[config.mk]
export PLATFORM = sky130hd
export DESIGN_NAME = hard_muxn_seq
export DESIGN_NICKNAME = d
export VERILOG_FILES = /design/src/rtl/hard_muxn_seq.sv
export SDC_FILE = /design/constraint.sdc
export NUM_CORES = 1
export LEC_CHECK = 0
export BUFFER_PORTS_ARGS = -buffer_cell sky130_fd_sc_hd__clkbuf_2
export CORE_AREA = 8 8 45 47
export DETAILED_ROUTE_END_ITERATION = 8
export DIE_AREA = 0 0 53 55
export PLACE_DENSITY_LB_ADDON = 0.2
export SYNTH_ARGS = -nofsm -noshare
export SYNTH_HDL_FRONTEND = slang
export SYNTH_SLANG_ARGS = --single-unit
[constraint.sdc]
create_clock -name i_clk -period 2.65 [get_ports i_clk]
set_clock_uncertainty 0.1 [all_clocks]
set_input_delay 0.1325 -clock i_clk [delete_from_list [all_inputs] [get_ports i_clk]]
set_output_delay 0.1325 -clock i_clk [all_outputs]
set_load 0.02 [all_outputs]
[src/rtl/hard_muxn_seq.sv]
// N-channel hard mux with break-before-make channel switching (GAP idle cycles).
// Optional out-of-range select rejection: define HARD_MUXN_SEQ_SEL_CHECK_EN.
module hard_muxn_seq #(
  parameter int NB_CH   = 4,
  parameter int WIDTH   = 1,
  parameter int GAP     = 2,
  parameter int RST_SEL = 0,
  parameter logic [WIDTH-1:0] IDLE_VAL = '0,
  localparam int SEL_W  = $clog2(NB_CH)
) (
  input  logic                   i_clk,
  input  logic                   i_rst,
  input  logic [NB_CH*WIDTH-1:0] i_in,
  input  logic                   i_sel_req,
  input  logic [SEL_W-1:0]       i_sel,
  output logic [WIDTH-1:0]       o_z,
  output logic                   o_en,
  output logic [SEL_W-1:0]       o_sel_cur,
  output logic                   o_busy,
  output logic                   o_sel_ack,
  output logic                   o_sel_err
);

  localparam int CNT_W = (GAP > 1) ? $clog2(GAP) : 1;
  localparam logic [CNT_W-1:0] CNT_INIT = CNT_W'(GAP - 1);

  typedef enum logic [0:0] {ST_RUN = 1'b0, ST_BREAK = 1'b1} state_t;

  state_t           state_r, state_s;
  logic [CNT_W-1:0] cnt_r, cnt_s;
  logic [SEL_W-1:0] pend_r, pend_s;
  logic [SEL_W-1:0] sel_cur_r, sel_cur_s;
  logic             en_r, en_s;
  logic             busy_r, busy_s;
  logic             ack_r, ack_s;
  logic             brk_ack_r, brk_ack_s;
  logic             err_r, err_s;
  logic             sel_oor_s;

  // Channel selector; a select with no matching channel yields IDLE_VAL.
  function automatic logic [WIDTH-1:0] pick(input logic [NB_CH*WIDTH-1:0] din,
                                            input logic [SEL_W-1:0] sel);
    logic [WIDTH-1:0] r;
    r = IDLE_VAL;
    for (int k = 0; k < NB_CH; k++) begin
      r = (sel == SEL_W'(k)) ? din[k*WIDTH +: WIDTH] : r;
    end
    return r;
  endfunction

`ifdef HARD_MUXN_SEQ_SEL_CHECK_EN
  // True when sel names an existing channel; never false for power-of-2 NB_CH.
  function automatic logic sel_valid(input logic [SEL_W-1:0] sel);
    logic v;
    v = 1'b0;
    for (int k = 0; k < NB_CH; k++) begin
      v = v | (sel == SEL_W'(k));
    end
    return v;
  endfunction

  assign sel_oor_s = ~sel_valid(i_sel);
`else
  assign sel_oor_s = 1'b0;
`endif

  // Next-state and next-output logic for the switch sequencer.
  always_comb begin
    state_s   = state_r;
    cnt_s     = cnt_r;
    pend_s    = pend_r;
    sel_cur_s = sel_cur_r;
    en_s      = en_r;
    busy_s    = busy_r;
    ack_s     = 1'b0;
    brk_ack_s = 1'b0;
    err_s     = 1'b0;
    case (state_r)
      ST_RUN: begin
        en_s   = 1'b1;
        busy_s = 1'b0;
        // The ack cycle that closes a break still refuses new requests.
        if (i_sel_req && !brk_ack_r) begin
          if (sel_oor_s) begin
            err_s = 1'b1;
          end else if (i_sel != sel_cur_r) begin
            state_s = ST_BREAK;
            pend_s  = i_sel;
            cnt_s   = CNT_INIT;
            en_s    = 1'b0;
            busy_s  = 1'b1;
          end else begin
            ack_s = 1'b1;
          end
        end else begin
          state_s = ST_RUN;
        end
      end
      ST_BREAK: begin
        if (cnt_r != {CNT_W{1'b0}}) begin
          cnt_s = cnt_r - CNT_W'(1);
        end else begin
          state_s   = ST_RUN;
          sel_cur_s = pend_r;
          en_s      = 1'b1;
          busy_s    = 1'b0;
          ack_s     = 1'b1;
          brk_ack_s = 1'b1;
        end
      end
      default: begin
        state_s   = ST_RUN;
        cnt_s     = {CNT_W{1'b0}};
        sel_cur_s = SEL_W'(RST_SEL);
        en_s      = 1'b1;
        busy_s    = 1'b0;
      end
    endcase
  end

  // Control state registers with synchronous reset.
  always_ff @(posedge i_clk) begin
    if (i_rst) begin
      state_r   <= ST_RUN;
      cnt_r     <= {CNT_W{1'b0}};
      pend_r    <= SEL_W'(RST_SEL);
      sel_cur_r <= SEL_W'(RST_SEL);
      en_r      <= 1'b1;
      busy_r    <= 1'b0;
      ack_r     <= 1'b0;
      brk_ack_r <= 1'b0;
      err_r     <= 1'b0;
    end else begin
      state_r   <= state_s;
      cnt_r     <= cnt_s;
      pend_r    <= pend_s;
      sel_cur_r <= sel_cur_s;
      en_r      <= en_s;
      busy_r    <= busy_s;
      ack_r     <= ack_s;
      brk_ack_r <= brk_ack_s;
      err_r     <= err_s;
    end
  end

  // Data path stays combinational so selected data reaches o_z with no latency.
  always_comb begin
    if (en_r) begin
      o_z = pick(i_in, sel_cur_r);
    end else begin
      o_z = IDLE_VAL;
    end
  end

  assign o_en      = en_r;
  assign o_sel_cur = sel_cur_r;
  assign o_busy    = busy_r;
  assign o_sel_ack = ack_r;
  assign o_sel_err = err_r;

endmodule

== After elaboration in Yosys (flattened, before gate mapping) ==
Cells that the tools add are included.

* Bits in registers: 10
* Input port bits: 9
* Output and inout bits: 7

* $add $sub $neg: 1
* Eq/ne operators: 7
* Multiplexer cells: 22
* Bitwise logic cells: 2
* Reduce and logical (&&, ||, !) cells: 7

{| class="wikitable"
|+ Operators by type and width
! cell !! number
|-
| $mux 1 || 17
|-
| $pmux 1 s2 || 5
|-
| $ne 2x2->1 const B || 3
|-
| $eq 2x2->1 const B || 2
|-
| $reduce_and 2->1 || 2
|-
| $reduce_and 3->1 || 1
|-
| $eq 2x1->1 const B || 1
|-
| $logic_not 2->1 || 1
|-
| $ne 2x2->1 || 1
|-
| $not 1->1 || 2
|-
| $reduce_or 2->1 || 1
|-
| $logic_and 1x1->1 || 1
|-
| $logic_not 1->1 || 1
|-
| $sub 1x1->1 const B || 1
|}

== Logic depth before layout (Yosys ltp) ==
* Depth after elaboration: 6
* Gate-level depth with buffers: 3

== Worst setup path after synthesis ==
Ideal clock, no wire load.

* Kind: register to output
* Start point: register sel_cur_r[0], in the netlist o_sel_cur[0]
* End point: output o_z
* Arrival time: 1237 ps
* Data required time: 2418 ps
* Slack: 1180 ps
* Cell stages (with the launch flop): 3
* Cells stage by stage: dfxtp_1 > mux4_2 > and2_1

* Longest elaborated chain between the ends: 6

{| class="wikitable"
|+ Ends and longest elaborated chain
! element !! RTL line !! source
|-
| start, declared || 32 || <nowiki>logic [SEL_W-1:0] sel_cur_r, sel_cur_s;</nowiki>
|-
| start signal, assigned || 127 || <nowiki>sel_cur_r <= SEL_W'(RST_SEL);</nowiki>
|-
| start signal, assigned || 137 || <nowiki>sel_cur_r <= sel_cur_s;</nowiki>
|-
| $logic_not 2->1 || 46 || <nowiki>r = (sel == SEL_W'(k)) ? din[k*WIDTH +: WIDTH] : r;</nowiki>
|-
| $mux 1 (3 in a row) || 46 ||
|-
| $mux 1 (*) || 46 ||
|-
| $mux 1 (*) || 148 || <nowiki>if (en_r) begin</nowiki>
|-
| end, declared || 16 || <nowiki>output logic [WIDTH-1:0] o_z,</nowiki>
|}

Mark *: on every way between the ends. The rest lies on a longest branch, timed or not.

== Final worst setup path ==
Ends and elaborated chain as after synthesis.

==> impl_metrics.csv <==
group,metric,value,unit
outcome,outcome,"completed",
synthesis,ys_ff_latch,10,
synthesis,ys_seq_area_frac,0.466,
worst_setup_path,cpPeakStageDelay,0.51,ns
synthesis,synth_area_leaders,"dfxtp_1, mux2i_1, nand2b_1",
cts,post_cts_buffers,0,
cells_and_area,fill_cells,142,
routing,drtIter0Drc,8,
sta,finalCritPeriodShare,0.651,
synthesis,synth_fa_ha_area_frac,0,
cells_and_area,drive_above_1_share,0.379,
sta,min_period,1.72,ns
synthesis,syn_area_per_cell,10.2,µm²
floorplanning,fp.coreArea,1380,µm²
worst_setup_path,crit_end,"o_z",
routing,ant_nets,0,
cells_and_area,syn2layout_area_growth,26.8,%
routing,drc,0,
floorplanning,start_util,0.310,
cts,h-tree-depth,1,
floorplanning,die-area,2920,µm²
worst_setup_path,worstRegToRegCells,3,
sta,max_freq,580,MHz
synthesis,syn_nets,51,
worst_setup_path,cp.arrival,1.49,ns
cts,clk_pin_slew,0.07,ns
cts,clockRootBuffer,"clkbuf_4",
worst_setup_path,r2r_end,"pend_r[1]",
routing,routedWlPerCell,11.7,µm
worst_setup_path,worstSetupPathType,"reg2out",
flow_run,cap_violations,0,
cts,cts_tree,"done",
floorplanning,chipWidth,53,µm
cells_and_area,mostFrequentLayoutCells,"clkbuf_2, dfxtp_1, nand2b_1",
floorplanning,dieHeight,55,µm
cells_and_area,utilization,0.393,
synthesis,synth_compound_area_frac,0.114,
synthesis,syn_inst,42,
global_routing,grt_usage,0.0657,
global_routing,grt_pass1_vias,310,
routing,firstDrtPassIters,4,
cells_and_area,nNetsFinal,68,
worst_setup_path,crit_start,"o_sel_cur[0]",
sta,drv_slew,0,
synthesis,synthSimpleGateAreaFrac,0.198,
worst_setup_path,cp-start-kind,"register",
worst_setup_path,path_cells,"mux4_2, and2_1, clkbuf_2",
place,numPortBuffers,14,
cts,clk_path_buf_depth,2,
power,p_leak,0.000245,µW
cells_and_area,layout_commonest_cell,"clkbuf_2",
cts,cts_buffers,3,
worst_setup_path,crit_path_end_kind,"output port",
sta,timing.final.hold_violations,0,
global_routing,grt_pass1_wl,1350,µm
power,p_per_area,651,nW/µm²
cells_and_area,regArea,200,µm²
synthesis,synth_cell_type_count,17,
synthesis,synthXorXnorAreaFrac,0.0408,
synthesis,syn_area,429,µm²
worst_setup_path,rrSetupSlack,1.39,ns
place,gp_congestion,0.662,
cells_and_area,antenna_cells,0,
synthesis,yosys.area.top_type,"dfxtp_1",
worst_setup_path,cp_max_fo,4,
sta,rsz0062_at_grt,"no",
min_path,hold_path_class,"in2reg",
sta,setup_violations,0,
cts,hold_buffers,0,
cts,cts.sinks,10,
synthesis,synth_mux_area_frac,0.146,
place,hpwl,686,µm
worst_setup_path,crit_required,2.42,ns
sta,fin_setup_tns,0,ns
routing,route.vias.total,334,
worst_setup_path,critical-path-slowest-cell,"mux4_2",
worst_setup_path,timing.rr.start,"state_r",
synthesis,synth_warnings,0,
routing,viasPerCell,4.51,
cells_and_area,multiInputGateArea,218,µm²
global_routing,antenna_found_initial,0,
global_routing,grt_max_degree,13,
floorplanning,fp-row-count,14,
power,peakVddDrop,0.323,mV
place,placedInstanceArea,508,µm²
cells_and_area,final_area,544,µm²
cts,ctsResizeCount,0,
floorplanning,num_io_pins,16,
synthesis,synth_top_family_by_area,"simple AND/OR/NAND/NOR gates",
global_routing,gr-total-overflow,0,
synthesis,synth.top_cell.area_share,0.466,
cts,clock_latency,0.26,ns
routing,drt_wl_total,863,µm
==> how the worst min path moves through the flow <==
stage	from	end	depth (start not counted)
floorplan	i_sel[0]	pend_r[0]	2
global placement	i_sel[0]	pend_r[0]	3
detailed placement	i_sel[0]	pend_r[0]	3
CTS	i_sel[0]	pend_r[0]	3
global route	i_sel[0]	pend_r[0]	3
finish	i_sel[0]	pend_r[0]	3
==> sequential cells by signal, indices dropped and copies added (netlist names) <==
register / count
o_busy: 1
o_en: 1
o_sel_cur: 2
cnt_r: 1
o_sel_ack: 1
state_r: 1
brk_ack_r: 1
pend_r: 2
==> power breakdown <==
group | switching [µW] | internal, µW | total [µW]
registers | 6.75 | 160 | 167
clock network | 54.4 | 83.4 | 138
logic | 26.2 | 23.7 | 49.9
==> routing by layer <==
layer  GRT usage  vias to the layer above  share of wire
met3      0.0481                        2           0.11
met1      0.0611                      151           0.40
met4      0.0388                        0          0.014
met2       0.104                       10           0.48
li1            -                      171              -
met5           0                        -              0
==> critical path, delay by kind of cell, from the launching register on <==
family	cells	cell delay (ns)
mux	1	0.51
flops	1	0.42
simple gates	1	0.16
buf+inv	1	0.15
==> kinds of logic (layout without fill, tap and decap cells) <==
kind of cell    after synthesis  count (layout)
xor+xnor                      2               2
flops                        10              10
simple gates                 15              15
mux                           5               5
buf+inv                       2              18
compound gates                7               7
other cells                   1               1
==> cell usage after synthesis <==
library cell  number
clkbuf_1           1
a21boi_2           1
mux2i_1            4
conb_1             1
buf_4              1
nand3_1            2
o21bai_1           1
a21bo_2            1
a21oi_1            4
dfxtp_1           10
nand2b_1           6
nand2_1            1
mux4_2             1
nor2_1             4
xnor2_1            2
and2_1             1
nor3b_2            1
==> per-stage QoR <==
step | cells | setup slack (ns) | power [µW] | hold WS [ns]
2_1_floorplan | 42 | 1.18 | 205 | 0.187
3_3_place_gp | 70 | 1.23 | 221 | 0.320
3_5_place_dp | 70 | 1.20 | 221 | 0.315
4_1_cts | 74 | 0.909 | 360 | 0.0309
5_1_grt | 74 | 0.863 | 372 | 0.0464
6_report | 74 | 0.926 | 354 | 0.0353
==> cell type report <==
type,count,area share
repair buffers,14,0.129
flip-flops and latches,10,0.368
clock buffers,4,0.0667
multi-input cells,30,0.400
well taps,16,0.0368
Note: power is estimated with default switching activity, not from simulation.
